$ cat config.mk
export PLATFORM = sky130hd
export DESIGN_NAME = map_trellis_ctrl
export DESIGN_NICKNAME = d
export VERILOG_FILES = /design/src/rtl/map_pkg.sv /design/src/rtl/map_step_cnt.sv /design/src/rtl/map_trellis_ctrl.sv
export SDC_FILE = /design/constraint.sdc
export NUM_CORES = 1
export LEC_CHECK = 0
export CAP_MARGIN = 20
export CORE_UTILIZATION = 43
export DETAILED_ROUTE_END_ITERATION = 10
export GPL_TIMING_DRIVEN = 0
export HOLD_SLACK_MARGIN = 0.12
export PLACE_DENSITY = 0.82
export SETUP_SLACK_MARGIN = 0.1
export SYNTH_ARGS = -nofsm -noshare
export SYNTH_HDL_FRONTEND = slang
export SYNTH_SLANG_ARGS = --single-unit
$ cat constraint.sdc
create_clock -name clk -period 5 [get_ports clk]
set_clock_uncertainty 0.1 [all_clocks]
set_input_delay 1 -clock clk [delete_from_list [all_inputs] [get_ports clk]]
set_output_delay 1 -clock clk [all_outputs]
set_load 0.01 [all_outputs]
$ cat src/rtl/map_pkg.sv
// Shared types and constants for the MAP decoder frame controller.
// Holds the sequencer state encoding, default address width and LLR pipeline depth.
package map_pkg;

    typedef enum logic [2:0] {
        StIdle,
        StLoad,
        StFwd,
        StBwd,
        StDone
    } state_e;

    localparam int unsigned AddrWDefault = 6;
    localparam int unsigned LlrLatency   = 1;

endpackage

$ cat src/rtl/map_step_cnt.sv
// Trellis-step counter shared by the load, forward and backward phases.
// Flags the last step of a frame and returns to zero there instead of wrapping.
module map_step_cnt
    import map_pkg::*;
#(
    parameter int unsigned FRAME_LEN = 64,
    parameter int unsigned ADDR_W    = AddrWDefault
) (
    input  logic              clk,
    input  logic              rst,
    input  logic              clr,
    input  logic              en,
    output logic [ADDR_W-1:0] cnt,
    output logic              term
);

    localparam logic [ADDR_W-1:0] LastIdx = ADDR_W'(FRAME_LEN - 1);

    assign term = (cnt == LastIdx);

    always_ff @(posedge clk) begin
        if (rst || clr) begin
            cnt <= '0;
        end else if (en) begin
            cnt <= term ? '0 : cnt + ADDR_W'(1);
        end
    end

endmodule

$ cat src/rtl/map_trellis_ctrl.sv
// Frame sequencer for the MAP datapath: gamma loading, then the alpha sweep, then the
// beta sweep with a delayed LLR strobe. Control only; no metric arithmetic.
module map_trellis_ctrl
    import map_pkg::*;
#(
    parameter int unsigned FRAME_LEN = 64,
    parameter int unsigned ADDR_W    = AddrWDefault
) (
    input  logic              clk,
    input  logic              rst,
    input  logic              start,
    input  logic              in_valid,
    output logic              in_ready,
    output logic              gama_we,
    output logic [ADDR_W-1:0] gama_addr,
    output logic              alpha_en,
    output logic [ADDR_W-1:0] alpha_addr,
    output logic              beta_en,
    output logic [ADDR_W-1:0] beta_addr,
    output logic              llr_valid,
    output logic [ADDR_W-1:0] llr_idx,
    output logic              busy,
    output logic              done
);

    localparam logic [ADDR_W-1:0] LastIdx = ADDR_W'(FRAME_LEN - 1);

    state_e            state_q;
    logic [ADDR_W-1:0] cnt;
    logic              term;
    logic              cnt_en;
    logic              cnt_clr;

    logic              llr_v_q   [LlrLatency];
    logic [ADDR_W-1:0] llr_idx_q [LlrLatency];

    // Phase strobes decode the state register only; gama_we is the sole input-dependent output.
    assign in_ready = (state_q == StLoad);
    assign alpha_en = (state_q == StFwd);
    assign beta_en  = (state_q == StBwd);
    assign done     = (state_q == StDone);
    assign busy     = (state_q != StIdle);
    assign gama_we  = in_valid & in_ready;

    assign gama_addr  = in_ready ? cnt : '0;
    assign alpha_addr = alpha_en ? cnt : '0;
    assign beta_addr  = beta_en ? LastIdx - cnt : '0;

    assign cnt_en  = gama_we | alpha_en | beta_en;
    assign cnt_clr = (state_q == StIdle);

    map_step_cnt #(
        .FRAME_LEN (FRAME_LEN),
        .ADDR_W    (ADDR_W)
    ) u_step_cnt (
        .clk  (clk),
        .rst  (rst),
        .clr  (cnt_clr),
        .en   (cnt_en),
        .cnt  (cnt),
        .term (term)
    );

    always_ff @(posedge clk) begin
        if (rst) begin
            state_q <= StIdle;
        end else begin
            unique case (state_q)
                StIdle:  if (start) state_q <= StLoad;
                StLoad:  if (gama_we && term) state_q <= StFwd;
                StFwd:   if (term) state_q <= StBwd;
                StBwd:   if (term) state_q <= StDone;
                StDone:  state_q <= StIdle;
                default: state_q <= StIdle;
            endcase
        end
    end

    // LLR strobe trails the beta step so the last index lands in the DONE cycle.
    always_ff @(posedge clk) begin
        if (rst) begin
            for (int i = 0; i < LlrLatency; i++) begin
                llr_v_q[i]   <= 1'b0;
                llr_idx_q[i] <= '0;
            end
        end else begin
            llr_v_q[0]   <= beta_en;
            llr_idx_q[0] <= beta_addr;
            for (int i = 1; i < LlrLatency; i++) begin
                llr_v_q[i]   <= llr_v_q[i-1];
                llr_idx_q[i] <= llr_idx_q[i-1];
            end
        end
    end

    assign llr_valid = llr_v_q[LlrLatency-1];
    assign llr_idx   = llr_idx_q[LlrLatency-1];

endmodule
# Yosys cells after proc, flatten, opt, wreduce, memory -nomap -nowiden
# Memory sizes are Yosys's and may differ from the RTL's.
# Index checks and enable logic that the tools add are counted.
# word_totals
regBits	9
input_bits	4
word_cells	41
ram_bits	7
out_inout_bits	31
mem_count	2
# memory_table
memory	depth	word_bits	rd	rd_ports_with_merged_regs	write_ports	line	rtl
llr_idx_q	1	6	1	0	1	map_trellis_ctrl.sv:35	logic [ADDR_W-1:0] llr_idx_q [LlrLatency];
llr_v_q	1	1	1	0	1	map_trellis_ctrl.sv:34	logic llr_v_q [LlrLatency];
# op_classes
muxes	16
n_reduce_logical	7
eq_ne	9
add_sub_neg	2
bitwise	3
# op_table
op	count
two-way mux 6 bit	5
two-way mux 3 bit	4
one-hot mux 3 bit (4 select lines)	1
adder 6 x 1 -> 6 bit (second input constant)	1
equality test 3 x 2 -> 1 bit (second input constant)	2
equality test 6 bit (second input constant)	1
two-way mux 1 bit	6
inequality test 2 x 1 -> 1 bit (second input constant)	3
OR reduction 6 bit	1
subtractor 6 bit (first input constant)	1
AND reduction 4 bit	1
equality test 3 x 1 -> 1 bit (second input constant)	1
equality test 3 bit (second input constant)	1
logical NOT 3 bit	1
nonzero test 3 bit	1
inequality test 2 bit (second input constant)	1
OR 1 bit	2
AND 1 bit	1
logical AND 1 bit	1
logical OR 1 bit	1
OR reduction 1 bit	1

# Longest topological paths before layout
# depth
depth_word	5
mapped_depth	5
mapped_depth_nobuf	5

# Hierarchy
# From an unflattened synthesis, not the netlist that was laid out.
# hier_totals
cells_unflattened	89
area_unflattened_um2	777.0
# by_module_without_submodules
module	instances	seq_area_each_um2	area_each_um2	cells_each
map_trellis_ctrl	1	200.2	496.7	59
map_step_cnt	1	120.1	280.3	30

# Worst setup path before layout
# Ideal clock, no wire load.
# synth_timing
kind	flip-flop to output port
startpoint	register state_q[1]
endpoint	output port alpha_addr[2]
path_stages_with_launch	4
t_arrival_ns	1.275
slack_ns	2.625
path_buffers	1
required_ns	3.900
cell_sequence	dfxtp_1 > buf_2 > nor3b_1 > and2_2
# synth_between
elab_chain_cells	2
# synth_rtl
item	line	rtl
start, declared	map_trellis_ctrl.sv:28	state_e state_q;
start signal, assigned	map_trellis_ctrl.sv:66	state_q <= StIdle;
start signal, assigned	map_trellis_ctrl.sv:69	StIdle: if (start) state_q <= StLoad;
start signal, assigned	map_trellis_ctrl.sv:70	StLoad: if (gama_we && term) state_q <= StFwd;
equality test 3 x 2 -> 1 bit	map_trellis_ctrl.sv:39	assign alpha_en = (state_q == StFwd);
net alpha_en	map_trellis_ctrl.sv:16	output logic alpha_en,
two-way mux 6 bit	map_trellis_ctrl.sv:46	assign alpha_addr = alpha_en ? cnt : '0;
end, declared	map_trellis_ctrl.sv:17	output logic [ADDR_W-1:0] alpha_addr,
# The timed path passes the listed nets, and every way through them passes these cells.

# Worst setup path in the final report
# layout_timing
startpoint	input port in_valid
endpoint	output port gama_we
# layout_between
elab_chain_cells	1
# layout_rtl
item	line	rtl
start, declared	map_trellis_ctrl.sv:12	input logic in_valid,
AND 1 bit	map_trellis_ctrl.sv:43	assign gama_we = in_valid & in_ready;
end, declared	map_trellis_ctrl.sv:14	output logic gama_we,
# No other way between the ends.

==> flow_results.xml <==
<?xml version="1.0" encoding="UTF-8"?>
<metrics>
  <group name="route">
    <metric name="remaining_drc_errors" unit="">0</metric>
    <metric name="vias" unit="">754</metric>
    <metric name="detail_route.first_pass.iterations" unit="">4</metric>
    <metric name="number_of_violations_reported_at_the_end_of_detailed_routing_iteration_0" unit="">16</metric>
    <metric name="vias_per_cell" unit="">4.961</metric>
    <metric name="count_of_nets_left_with_antenna_violations_after_detail_routing" unit="">0</metric>
    <metric name="drt-wirelength-per-cell" unit="µm">11.56</metric>
    <metric name="wirelength" unit="µm">1757</metric>
  </group>
  <group name="timing">
    <metric name="totalNegativeSetupSlack" unit="ns">0</metric>
    <metric name="finalMaxSlewViolations" unit="">0</metric>
    <metric name="finalWorstSetupSlack" unit="ns">1.723</metric>
    <metric name="peak_clock_frequency_supported_by_timing" unit="MHz">305.1</metric>
    <metric name="worst_pin_slew" unit="ns">0.6336</metric>
    <metric name="final.min_clock_period" unit="ns">3.277</metric>
    <metric name="finalSetupViolCount" unit="">0</metric>
    <metric name="hold_viol" unit="">0</metric>
    <metric name="slew_headroom" unit="">0.5744</metric>
    <metric name="finalCritPeriodShare" unit="">0.6554</metric>
    <metric name="grt_setup_unrepaired" unit="">no</metric>
  </group>
  <group name="critical_path">
    <metric name="data_required_time_of_the_worst_path" unit="ns">3.90</metric>
    <metric name="arrival" unit="ns">2.18</metric>
    <metric name="maximum_fanout_encountered_on_the_critical_timing_path" unit="">4</metric>
    <metric name="timing.critical_path.buf_inv" unit="">2</metric>
    <metric name="startpoint" unit="">in_valid</metric>
    <metric name="timing.rr.start" unit="">u_step_cnt.cnt[0]$_SDFFE_PP0P_</metric>
    <metric name="most_frequent_cp_cell" unit="">clkdlybuf4s50_1</metric>
    <metric name="crit_slowest_cell" unit="">clkdlybuf4s50_1</metric>
    <metric name="delay_of_the_slowest_cell_on_the_worst_path" unit="ns">0.53</metric>
    <metric name="crit_path_cell_trace" unit="">clkdlybuf4s50_1 -&gt; and2_1 -&gt; clkdlybuf4s50_1</metric>
    <metric name="criticalPathCategory" unit="">in2out</metric>
    <metric name="critical_path_source_type" unit="">input pin</metric>
    <metric name="worst_path_dominant_cell_family" unit="">buffers and inverters</metric>
    <metric name="timing.critical_path.to_type" unit="">output port</metric>
  </group>
  <group name="power">
    <metric name="pwr_per_cell_area" unit="nW/µm²">195.8</metric>
    <metric name="vdd_drop_max" unit="mV">0.2115</metric>
    <metric name="total_leakage_power" unit="nW">0.4870</metric>
  </group>
  <group name="final_layout">
    <metric name="n_antenna_cell" unit="">0</metric>
    <metric name="ratio_of_cells_with_drive_above_1_in_the_final_layout" unit="">0.1250</metric>
    <metric name="final_nets" unit="">134</metric>
    <metric name="area_growth" unit="%">52.50</metric>
  </group>
  <group name="die">
    <metric name="placeableCoreArea" unit="µm²">1594</metric>
    <metric name="fp-row-count" unit="">14</metric>
    <metric name="io_pins" unit="">35</metric>
    <metric name="floorplan.die.width" unit="µm">44.44</metric>
    <metric name="initial_utilization" unit="">0.4859</metric>
    <metric name="fp.dieH" unit="µm">44.44</metric>
    <metric name="dieArea" unit="µm²">1975</metric>
  </group>
  <group name="outcome">
    <metric name="run_status" unit="">finished clean</metric>
  </group>
  <group name="clock_tree">
    <metric name="cts_buffers" unit="">3</metric>
    <metric name="number_of_setup_buffers_added_after_cts" unit="">0</metric>
    <metric name="cts_root_buffer" unit="">clkbuf_4</metric>
    <metric name="clkSlewWorstSetupHoldPaths" unit="ns">0.09</metric>
    <metric name="clockBufferDepth" unit="">2</metric>
    <metric name="ctsHoldBuffers" unit="">0</metric>
    <metric name="post_cts_resized" unit="">0</metric>
    <metric name="tritoncts" unit="">built</metric>
    <metric name="insertion_delay" unit="ns">0.30</metric>
    <metric name="tritoncts_sink_count" unit="">16</metric>
    <metric name="cts_max_level" unit="">1</metric>
  </group>
  <group name="placement">
    <metric name="final_gp_congestion" unit="">0.7962</metric>
    <metric name="port-buffer-count" unit="">34</metric>
    <metric name="hpwlAfterDp" unit="µm">1290</metric>
    <metric name="dpl_worst_slack" unit="ns">1.718</metric>
  </group>
  <group name="yosys">
    <metric name="syn_area" unit="µm²">774.5</metric>
    <metric name="yosysTopAreaCell" unit="">dfxtp_1</metric>
    <metric name="netlist_instances" unit="">90</metric>
    <metric name="synth_sequential_area_ratio" unit="">0.4136</metric>
    <metric name="synth.yosys.warnings" unit="">0</metric>
    <metric name="ys_top_cells_by_area" unit="">dfxtp_1, and2_1, nor2_1, a21oi_1, o21ai_0</metric>
    <metric name="synth.net_count" unit="">95</metric>
    <metric name="yosysUniqueCellTypes" unit="">31</metric>
    <metric name="count_of_state_elements_after_synthesis" unit="">16</metric>
    <metric name="avgSynthCellArea" unit="µm²">8.605</metric>
    <metric name="synth_top_cell_area_share" unit="">0.4136</metric>
  </group>
  <group name="global_route">
    <metric name="grt_pass1_wl" unit="µm">2842</metric>
    <metric name="pin_count_of_the_biggest_net_entering_global_routing" unit="">11</metric>
    <metric name="grt_util_overall" unit="">0.2044</metric>
    <metric name="gr_ovfl_total" unit="">0</metric>
    <metric name="vias_in_the_first_global_route" unit="">659</metric>
    <metric name="initial_antenna_violation_count" unit="">0</metric>
  </group>
  <group name="run">
    <metric name="maxCapViolations" unit="">0</metric>
  </group>
  <group name="worst_hold_path">
    <metric name="hold_path.class" unit="">reg2reg</metric>
    <metric name="hold_path.startpoint" unit="">u_step_cnt.cnt[1]$_SDFFE_PP0P_</metric>
  </group>
</metrics>
==> logic make-up after synthesis <==
kind of cell / after synthesis / synth area share
AO/OA/AOI/OAI: 14 / 0.1082
adder cells (fa/ha/maj): 1 / 0.01615
multiplexers: 1 / 0.01454
flip-flops: 16 / 0.4136
AND/OR/NAND/NOR: 48 / 0.3732
XOR/XNOR: 2 / 0.02262
buffers and inverters: 8 / 0.05170
==> cells in the mapped netlist <==
| library cell | instances |
|---|---|
| and2_2 | 1 |
| nand3_1 | 3 |
| inv_2 | 1 |
| a21boi_1 | 1 |
| nor2_1 | 16 |
| o21ai_0 | 5 |
| a21oi_1 | 5 |
| nor2_2 | 1 |
| and3_2 | 1 |
| or3_1 | 1 |
| nor3b_2 | 1 |
| nand3b_1 | 2 |
| nand2b_1 | 1 |
| inv_1 | 3 |
| and3_4 | 1 |
| buf_2 | 2 |
| clkbuf_4 | 1 |
| dfxtp_1 | 16 |
| nand2_1 | 1 |
| a41oi_1 | 1 |
| xnor2_1 | 2 |
| a311oi_1 | 2 |
| mux2_2 | 1 |
| ha_1 | 1 |
| nor3b_1 | 3 |
| nand3_4 | 1 |
| and2_1 | 12 |
| nor3_1 | 1 |
| or4b_1 | 1 |
| or2b_1 | 1 |
| buf_4 | 1 |
==> state kept, by name (all words and copies together) (netlist names) <==
register,flops
state_q,3
llr_v_q,1
llr_idx_q,6
u_step_cnt.cnt,6
==> final timing paths <==
path | end | slack [ns] | cells after the start
max | gama_we | 1.72 | 3
min reg2reg | llr_idx_q[0][1]$_SDFF_PP0_ | 0.41 | 1
max reg2reg | state_q[1]$_SDFFE_PP0P_ | 3.20 | 5
min | llr_idx_q[0][1]$_SDFF_PP0_ | 0.41 | 1
==> cells in the final DEF, fill, tap and decap left out, types with 2 or more instances in the layout <==
cell type         n
a311oi_1          2
buf_2             2
clkbuf_4          4
inv_1             3
and2_1           12
clkdlybuf4s50_1  34
nand3_1           3
o21ai_0           5
dfxtp_1          16
nand3b_1          2
nor2_1           16
nor3b_1           3
a21oi_1           5
xnor2_1           2
==> per-stage QoR <==
step           total power, mW  utilization  hold WS [ns]  instance area [µm²]  std cells
2_1_floorplan           0.1393            -        0.3483                774.5         90
3_3_place_gp            0.1466       0.7182        0.3823                 1145        148
3_5_place_dp            0.1471       0.7182        0.3920                 1145        148
4_1_cts                 0.2323       0.7410        0.4184                 1181        152
5_1_grt                 0.2402       0.7410        0.4712                 1181        152
6_report                0.2312       0.7410        0.4108                 1181        152
==> cell type report <==
cell class	instances	area [µm²]
Fill cell	125	412.9
Sequential cell	16	320.3
Timing Repair Buffer	34	340.3
Multi-Input combinational cell	66	414.1
Buffer	4	25.02
Inverter	4	15.01
Tap cell	24	30.03
Clock buffer	4	36.28
==> worst reg2reg max path, cell delays in order, from the launching register on <==
cell      delay, ns
dfxtp_1        0.46
ha_1           0.20
and3_4         0.20
nand3_4        0.12
or4b_1         0.52
a21boi_1       0.12
==> where the power goes <==
group | internal [mW] | switching [mW]
clock network | 0.0445 | 0.0425
registers | 0.128 | 0.00162
logic | 0.00737 | 0.00715
total | 0.180 | 0.0513
==> per-layer routing <==
metal | wire (µm) | GRT usage | share of wire
met2 | 891 | 0.3529 | 0.51
met4 | 42 | 0.1091 | 0.024
met3 | 81 | 0.07347 | 0.046
met5 | 0 | 0 | 0
met1 | 742 | 0.2155 | 0.42
(Power assumes the default switching activity.)
